`src/rtl/coffee_status_encoder.sv`:
```
// Coffee machine status encoder: debounced inputs, order FSM, CODE valid/ack producer.
// Optional build macro STICKY_ERR_EN: errors latch until confirm M with all sensor faults clear.

module coffee_debounce #(
    parameter int DEB_CYCLES = 50000
) (
    input  logic clk,
    input  logic rst,
    input  logic raw,
    output logic level,
    output logic rise
);
    localparam int DW = $clog2(DEB_CYCLES + 1);
    localparam logic [DW-1:0] DEB_LAST = DW'(DEB_CYCLES - 1);

    logic          sync1, sync2;
    logic [DW-1:0] cnt;

    // Counting only while the synced value differs from the level makes any glitch restart the run.
    always_ff @(posedge clk or posedge rst) begin
        if (rst) begin
            sync1 <= 1'b0;
            sync2 <= 1'b0;
            level <= 1'b0;
            cnt   <= '0;
        end else begin
            sync1 <= raw;
            sync2 <= sync1;
            if (sync2 != level) begin
                if (cnt == DEB_LAST) begin
                    level <= sync2;
                    cnt   <= '0;
                end else begin
                    cnt <= cnt + 1'b1;
                end
            end else begin
                cnt <= '0;
            end
        end
    end

    // Pulse on the cycle the level is about to rise, so the FSM reacts on the same edge.
    assign rise = sync2 & ~level & (cnt == DEB_LAST);
endmodule

module coffee_status_encoder #(
    parameter int DEB_CYCLES     = 50000,
    parameter int HOLD_CYCLES    = 100000000,
    parameter int TIMEOUT_CYCLES = 500000000
) (
    input  logic       CLK,
    input  logic       RST,
    input  logic       S0,
    input  logic       S1,
    input  logic       S2,
    input  logic       S3,
    input  logic       SR,
    input  logic       SP,
    input  logic       SN,
    input  logic       VL,
    input  logic       M,
    input  logic       CODE_ACK,
    output logic [3:0] CODE,
    output logic       CODE_VALID
);
    localparam int NIN  = 9;
    localparam int TMAX = (HOLD_CYCLES > TIMEOUT_CYCLES) ? HOLD_CYCLES : TIMEOUT_CYCLES;
    localparam int TW   = $clog2(TMAX + 1);
    localparam logic [TW-1:0] HOLD_LAST = TW'(HOLD_CYCLES - 1);
    localparam logic [TW-1:0] TO_LAST   = TW'(TIMEOUT_CYCLES - 1);
    localparam logic [TW-1:0] TSAT      = {TW{1'b1}};

    localparam logic [2:0] ST_IDLE  = 3'd0;
    localparam logic [2:0] ST_SHOW  = 3'd1;
    localparam logic [2:0] ST_CHECK = 3'd2;
    localparam logic [2:0] ST_DONE  = 3'd3;
    localparam logic [2:0] ST_ERROR = 3'd4;

    // Index map: 0-3 drink buttons, 4 confirm, 5 SR, 6 SP, 7 SN, 8 VL.
    logic [NIN-1:0] raw, deb, rise;
    assign raw = {VL, SN, SP, SR, M, S3, S2, S1, S0};

    for (genvar i = 0; i < NIN; i++) begin : g_deb
        coffee_debounce #(.DEB_CYCLES(DEB_CYCLES)) u_deb (
            .clk  (CLK),
            .rst  (RST),
            .raw  (raw[i]),
            .level(deb[i]),
            .rise (rise[i])
        );
    end

    logic          btn_hit, m_rise, flt_sr, flt_sp, flt_sn, vl_ok;
    logic [1:0]    btn_idx;
    logic [2:0]    state, state_n;
    logic [1:0]    sel, sel_n;
    logic [3:0]    code_n;
    logic [TW-1:0] tmr;
    logic          tmr_clr;

    assign btn_hit = |rise[3:0];
    assign m_rise  = rise[4];
    assign flt_sr  = deb[5];
    assign flt_sp  = deb[6];
    assign flt_sn  = deb[7];
    assign vl_ok   = deb[8];

    always_comb begin
        btn_idx = 2'd3;
        if      (rise[0]) btn_idx = 2'd0;
        else if (rise[1]) btn_idx = 2'd1;
        else if (rise[2]) btn_idx = 2'd2;
    end

    always_comb begin
        state_n = state;
        sel_n   = sel;
        code_n  = CODE;
        tmr_clr = 1'b0;
        case (state)
            ST_IDLE: begin
                code_n = 4'd0;
                if (btn_hit) begin
                    state_n = ST_SHOW;
                    sel_n   = btn_idx;
                    code_n  = {2'b00, btn_idx} + 4'd1;
                end
            end
            ST_SHOW: begin
                if (btn_hit) begin
                    sel_n   = btn_idx;
                    code_n  = {2'b00, btn_idx} + 4'd1;
                    tmr_clr = 1'b1;
                end else if (m_rise) begin
                    state_n = ST_CHECK;
                end else if (tmr == TO_LAST) begin
                    state_n = ST_IDLE;
                    code_n  = 4'd0;
                end
            end
            ST_CHECK: begin
                state_n = ST_ERROR;
                if      (flt_sr) code_n = 4'd5;
                else if (flt_sp) code_n = 4'd6;
                else if (flt_sn) code_n = 4'd7;
                else if (!vl_ok) code_n = 4'd8;
                else             state_n = ST_DONE;
            end
            ST_DONE: begin
                if (tmr == HOLD_LAST) begin
                    state_n = ST_IDLE;
                    code_n  = 4'd0;
                end
            end
            ST_ERROR: begin
`ifdef STICKY_ERR_EN
                if (m_rise && !(flt_sr || flt_sp || flt_sn)) begin
                    state_n = ST_IDLE;
                    code_n  = 4'd0;
                end
`else
                if (tmr == HOLD_LAST) begin
                    state_n = ST_IDLE;
                    code_n  = 4'd0;
                end
`endif
            end
            default: begin
                state_n = ST_IDLE;
                code_n  = 4'd0;
            end
        endcase
    end

    always_ff @(posedge CLK or posedge RST) begin
        if (RST) begin
            state <= ST_IDLE;
            sel   <= 2'd0;
            tmr   <= '0;
        end else begin
            state <= state_n;
            sel   <= sel_n;
            if (tmr_clr || (state_n != state)) tmr <= '0;
            else if (tmr != TSAT)              tmr <= tmr + 1'b1;
        end
    end

    // A code change always re-arms VALID and wins over an ACK in the same cycle.
    always_ff @(posedge CLK or posedge RST) begin
        if (RST) begin
            CODE       <= 4'd0;
            CODE_VALID <= 1'b0;
        end else if (code_n != CODE) begin
            CODE       <= code_n;
            CODE_VALID <= 1'b1;
        end else if (CODE_VALID && CODE_ACK) begin
            CODE_VALID <= 1'b0;
        end
    end
endmodule

```
`config.mk`:
```
export PLATFORM = sky130hd
export DESIGN_NAME = coffee_status_encoder
export DESIGN_NICKNAME = d
export VERILOG_FILES = /design/src/rtl/coffee_status_encoder.sv
export SDC_FILE = /design/constraint.sdc
export NUM_CORES = 1
export LEC_CHECK = 0
export CAP_MARGIN = 20
export CORE_MARGIN = 2
export CORE_UTILIZATION = 65
export CTS_CLUSTER_SIZE = 14
export DETAILED_ROUTE_END_ITERATION = 8
export PLACE_DENSITY = 0.82
export SLEW_MARGIN = 20
export SYNTH_ARGS = -nofsm -noshare
export SYNTH_HDL_FRONTEND = slang
export SYNTH_SLANG_ARGS = --single-unit
```
`constraint.sdc`:
```
create_clock -name CLK -period 16.5 [get_ports CLK]
set_input_delay 3.3 -clock CLK [delete_from_list [all_inputs] [get_ports CLK]]
set_output_delay 3.3 -clock CLK [all_outputs]
set_load 0.02 [all_outputs]
```
[Word-level counts from Yosys, hierarchy flattened]
Index checks and enable logic that the tools add are counted.
Word-level totals
  flip-flop bits (word level): 208
  input port bits: 12
  output and inout port bits: 5
  word-level logic and storage cells: 156
Operators by class
  add/sub/neg operators: 11
  equality and inequality tests: 27
  muxes and demuxes: 47
  bitwise operators: 15
  reductions and logical operators: 16
Operator list (number)
  16-bit two-way mux: 18
  16-bit by 1-bit adder with 16-bit output, second input constant: 9
  16-bit equality test, second input constant: 9
  29-bit two-way mux: 2
  4-bit two-way mux: 8
  3-bit two-way mux: 10
  29-bit by 1-bit adder with 29-bit output, second input constant: 1
  29-bit by 27-bit equality test with 1-bit output, second input constant: 1
  29-bit equality test, second input constant: 1
  29-bit != test, second input constant: 1
  2-bit AND reduction: 9
  4-bit one-hot mux with 4 select lines: 1
  3-bit one-hot mux with 4 select lines: 1
  1-bit bitwise AND: 10
  1-bit != test: 9
  3-bit by 2-bit equality test with 1-bit output, second input constant: 2
  1-bit two-way mux: 5
  1-bit inverter: 5
  2-bit two-way mux: 2
  4-bit != test: 1
  2-bit nonzero test: 2
  4-bit OR reduction: 1
  2-bit by 1-bit adder with 3-bit output, second input constant: 1
  3-bit by 1-bit equality test with 1-bit output, second input constant: 1
  other kinds (6): 6

[Depth between registers and ports, before layout]
  depth after elaboration: 11
  mapped depth: 11
  depth with buffers taken out: 11

[Cells and area by module]
A second synthesis with hierarchy kept.
Second synthesis, totals
  cells, all modules: 1056
  area total of the unflattened synthesis: 11143.2 um^2
By module, submodules not included
  coffee_debounce: instances 9, cells an instance 90, area an instance 980.9 um^2, seq. area each 475.5 um^2
  coffee_status_encoder: instances 1, cells an instance 246, area an instance 2314.7 um^2, seq. area each 925.9 um^2

[Worst setup path after synthesis]
OpenSTA, ideal clock, no wires.
  path kind: input -> register
  start: in CODE_ACK
  end: reg CODE_VALID
  setup time: 0.139 ns
  data arrival time: 3.967 ns
  data required time: 16.361 ns
  slack: 12.395 ns
  cell stages on the path: 3
  buffers on the path: 0
  path through: nand2b_1 > o221ai_1 > or4_1
Between the ends
  longest elaborated chain between the ends: 2
RTL lines
  start, declared: RTL line 62  | input logic CODE_ACK,
  1-bit logical AND: RTL line 196  | end else if (CODE_VALID && CODE_ACK) begin
  2-bit nonzero test (no source line)
  end signal, assigned: RTL line 192  | CODE_VALID <= 1'b0;
  end signal, assigned: RTL line 195  | CODE_VALID <= 1'b1;
  end signal, assigned: RTL line 197  | CODE_VALID <= 1'b0;
  end, declared: RTL line 64  | output logic CODE_VALID
No other way between the ends.
A chain may end at the register's enable or synchronous reset.

[Worst setup path after layout]
  start: reg CODE[2]
  end: out CODE[2]
RTL lines
  start, declared: RTL line 63  | output logic [3:0] CODE,
  start signal, assigned: RTL line 194  | CODE <= code_n;
No word-level cell between the ends.

==> run summary <==
The cell area that synthesis handed to floorplanning was 0.0102 mm^2. The required time at the endpoint of the critical path was 13.20 ns; the sum of routed wire length over all layers was 18400 um. The path class of the tightest hold or removal check is reg -> reg. The top cell type by total area after synthesis is dfrtp_1. Clock tree root buffer cell: clkbuf_16. The final net count is 1056, and the final setup violation count is 0. The number of optimization iterations in the first detailed-route pass was 4; the number of diodes added for antenna fixing was 0. Walking the worst path, the cells encountered are clkdlybuf4s50_1. The level count of the clock H-tree is 1, and the ratio of routed vias to standard cells is 5.75. Routability-driven placement finished with a final weighted congestion of 0.800. By count the netlist is led by 208 x dfrtp_1, 187 x nor2_1, 81 x xnor2_1. Setup repair after global routing left no endpoint under its margin. In this run, synthesis inferred 0 flip-flops with an integrated enable. Sorting the synthesized cells by area gives the leading types as dfrtp_1 51%, xnor2_1 7.0%, nor2_1 6.9%. Once detailed placement completed, the half-perimeter wirelength came to 12000 um.

Between clock sinks in the finished design, the worst skew comes to 0.00783 ns. For this run, design rule violations remaining after detail routing come to 0. The floorplan has 45 rows. Summing internal, switching and leakage power gives 1.10 mW. For this design the ratio of total power to cell area is 97.7 mW/mm^2.

The worst-case IR drop observed on VDD is 0.0837 mV. Setup total negative slack on the finished layout was measured at 0 ns. Max-cap violations in this run came to 0. STA classifies the critical path endpoint as a primary output. Post-synthesis cell type count: 61.

Once the clock tree was built, the resizer swapped 0 gates to a different size. The total I/O pin count came out at 17. Area fraction of the dominant cell type after synthesis: 51.3%. DRC marker count from the first detailed-route iteration: 471. The final hold violation count came out at 0. The clock net sink count is 208, and the number of I/O port buffers is 16.

The first global-routing pass estimated 32300 um of wire. The run finished with clean final reports. The most used flip-flop cell after synthesis is dfrtp_1. The insertion delay to the later sink of the worst-skew pair is 0.50 ns, and the final worst-path cycle share is 29.5%. The run gives 0 as the number of antenna violations at the first check in global routing.

The worst path meets setup with 11.63 ns of slack. The worst path buffer plus inverter count came out at 1. The average detailed-routed wire length per instance came out at 14.7 um.

A synthesized cell averages 9.98 um^2. The cell family contributing the most delay on the critical path is buffers and inverters. The library cell contributing the largest single delay on the critical path is clkdlybuf4s50_1.

The worst setup timing slack at the placement stage came out at 10.98 ns. The tools report the number of hold buffers added after cts as 0. For this run, the top clock speed supported by timing is 205 MHz.

The detail route stage leaves a number of antenna-violating nets equal to 0. Of all nets on the critical path, the largest fanout is 5. In this run the deepest clock path goes through 3 buffers. For the pin with the worst max-slew slack, the measured transition is 1.07 ns. Once the floorplan was initialized, standard cells occupied 66.5% of the core.

The clock slew at the register clock pins of the worst setup and hold paths was 0.06 ns; the endpoint arrival time on the critical path was 1.57 ns. The run gives 0 as the max-slew violation total from the final report. For this run, the total global-route usage over all layers was measured as 23.3%.

Counting every net in the synthesized netlist gives 1045. The worst pin sits at a relative slew slack of 28.5%. Clock period minus worst slack: 4.87 ns. Overall via count from detail_route: 7212. Entering global routing, the biggest net connects 132 pins.

Measured along the y axis, the die boundary spans 129 um. The tools report the post-CTS setup buffer count as 0. In this run the standard cell core region covers 0.0153 mm^2. The tools report the part of the Yosys area used for sequential elements as 51.3%. The critical path class was reg -> out. The logs give 0 for the number of warnings issued by yosys and 0.0166 mm^2 for the die area. For this run, asynchronously set or reset flops after synthesis account for 100%. For this run the aggregate overflow at the end of global routing stands at 0. For this run, the slowest stage of the critical path takes 0.64 ns. The total CTS buffers is 22, and the synthesis-stage register bit count is 208. TritonCTS built the clock tree. The post-route netlist has 7.47% of its cells at a drive strength greater than 1. For this design the static power due to leakage is 4.86 nW. The synthesis-to-layout area growth came out at 11.4%. Startpoint of the lowest-slack hold path: g_deb[8].u_deb.sync1. The tools report the via count of the first global-routing pass as 7000. The die is 129 um wide. Across all hold checks on the routed design, the worst slack comes to 0.344 ns. In the post-synthesis netlist, the cell with the most instances is dfrtp_1.

The worst register-to-register path begins at g_deb[1].u_deb.cnt[12]. Tracing the worst setup path back leads to its startpoint at CODE[2]. The worst setup path is launched from a register.

Number of cells produced by synthesis: 1017.
==> logic make-up (layout without fill, tap and decap cells) <==
kind of cell / count (synthesis) / count (layout) / synth area share (%)
and+or+nand+nor: 514 / 514 / 26.5
AOI/OAI and AO/OA: 61 / 61 / 4.13
adders and majority gates: 16 / 16 / 1.97
DFF: 208 / 208 / 51.3
muxes: 5 / 5 / 0.542
xor gates and xnor gates: 151 / 151 / 13.0
buffers and inverters: 62 / 89 / 2.54
==> routing by layer <==
| layer | routed length [um] | part of all wire [%] | track usage, % |
|---|---|---|---|
| met1 | 8730 | 47 | 32.9 |
| met2 | 8750 | 48 | 38.7 |
| met3 | 655 | 3.6 | 3.83 |
| met4 | 265 | 1.4 | 4.73 |
| met5 | 0 | 0 | 0 |
==> stage by stage <==
step                instance area (um^2)  cells  util (%)
global placement                   10500   1215      68.7
finish                             11300   1255      74.1
detailed placement                 10500   1215      68.7
global route                       11300   1255      74.1
floorplan                          10200   1017         -
CTS                                11300   1255      74.1
==> worst register-to-register path: cells and delay by family, from the launching register on <==
| family | cells | cell delay, ns |
|---|---|---|
| AOI/OAI and AO/OA | 2 | 0.79 |
| DFF | 1 | 0.42 |
| and+or+nand+nor | 4 | 1.97 |
==> path summary, 6_finish.rpt <==
path	to	slack, ns	cells after the start
setup / recovery	CODE[2]	11.63	1
hold / removal	g_deb[8].u_deb.sync2	0.34	0
setup reg to reg	tmr[4]	13.21	6
hold reg to reg	g_deb[8].u_deb.sync2	0.34	0
max in group asynchronous	g_deb[3].u_deb.cnt[2]	11.64	3
min in group asynchronous	g_deb[8].u_deb.cnt[2]	3.39	2
==> cells in the final DEF (no fill, tap or decap), drive strengths merged, types with 23 or more instances in the layout <==
master  netlist  layout
inv          30      30
and3         47      47
nor3         23      23
dfrtp       208     208
nand2        61      61
xor2         70      70
nor4         42      42
nand4        27      27
clkbuf       24      25
xnor2        81      81
nand3        58      58
nor2        187     187
==> layout make-up <==
cell class | count | area (um^2)
fillers | 1071 | 3950
clock buffers | 25 | 593
multi-input cells | 747 | 4710
repair buffers | 19 | 183
well taps | 211 | 264
clock inverters | 15 | 230
flip-flops and latches | 208 | 5200
inverters | 30 | 120
==> where the power goes <==
part | internal (mW) | total (mW) | switching, mW
clock | 0.352 | 0.552 | 0.200
combinational | 0.00905 | 0.0294 | 0.0204
sequential | 0.518 | 0.523 | 0.00552
==> flip-flops by register name, indices dropped and copies added (netlist names) <==
signal / count
CODE: 4
CODE_VALID: 1
g_deb.u_deb.cnt: 144
g_deb.u_deb.level: 9
g_deb.u_deb.sync1: 9
g_deb.u_deb.sync2: 9
state: 3
tmr: 29
No activity file was read; power rests on OpenSTA's default activity.
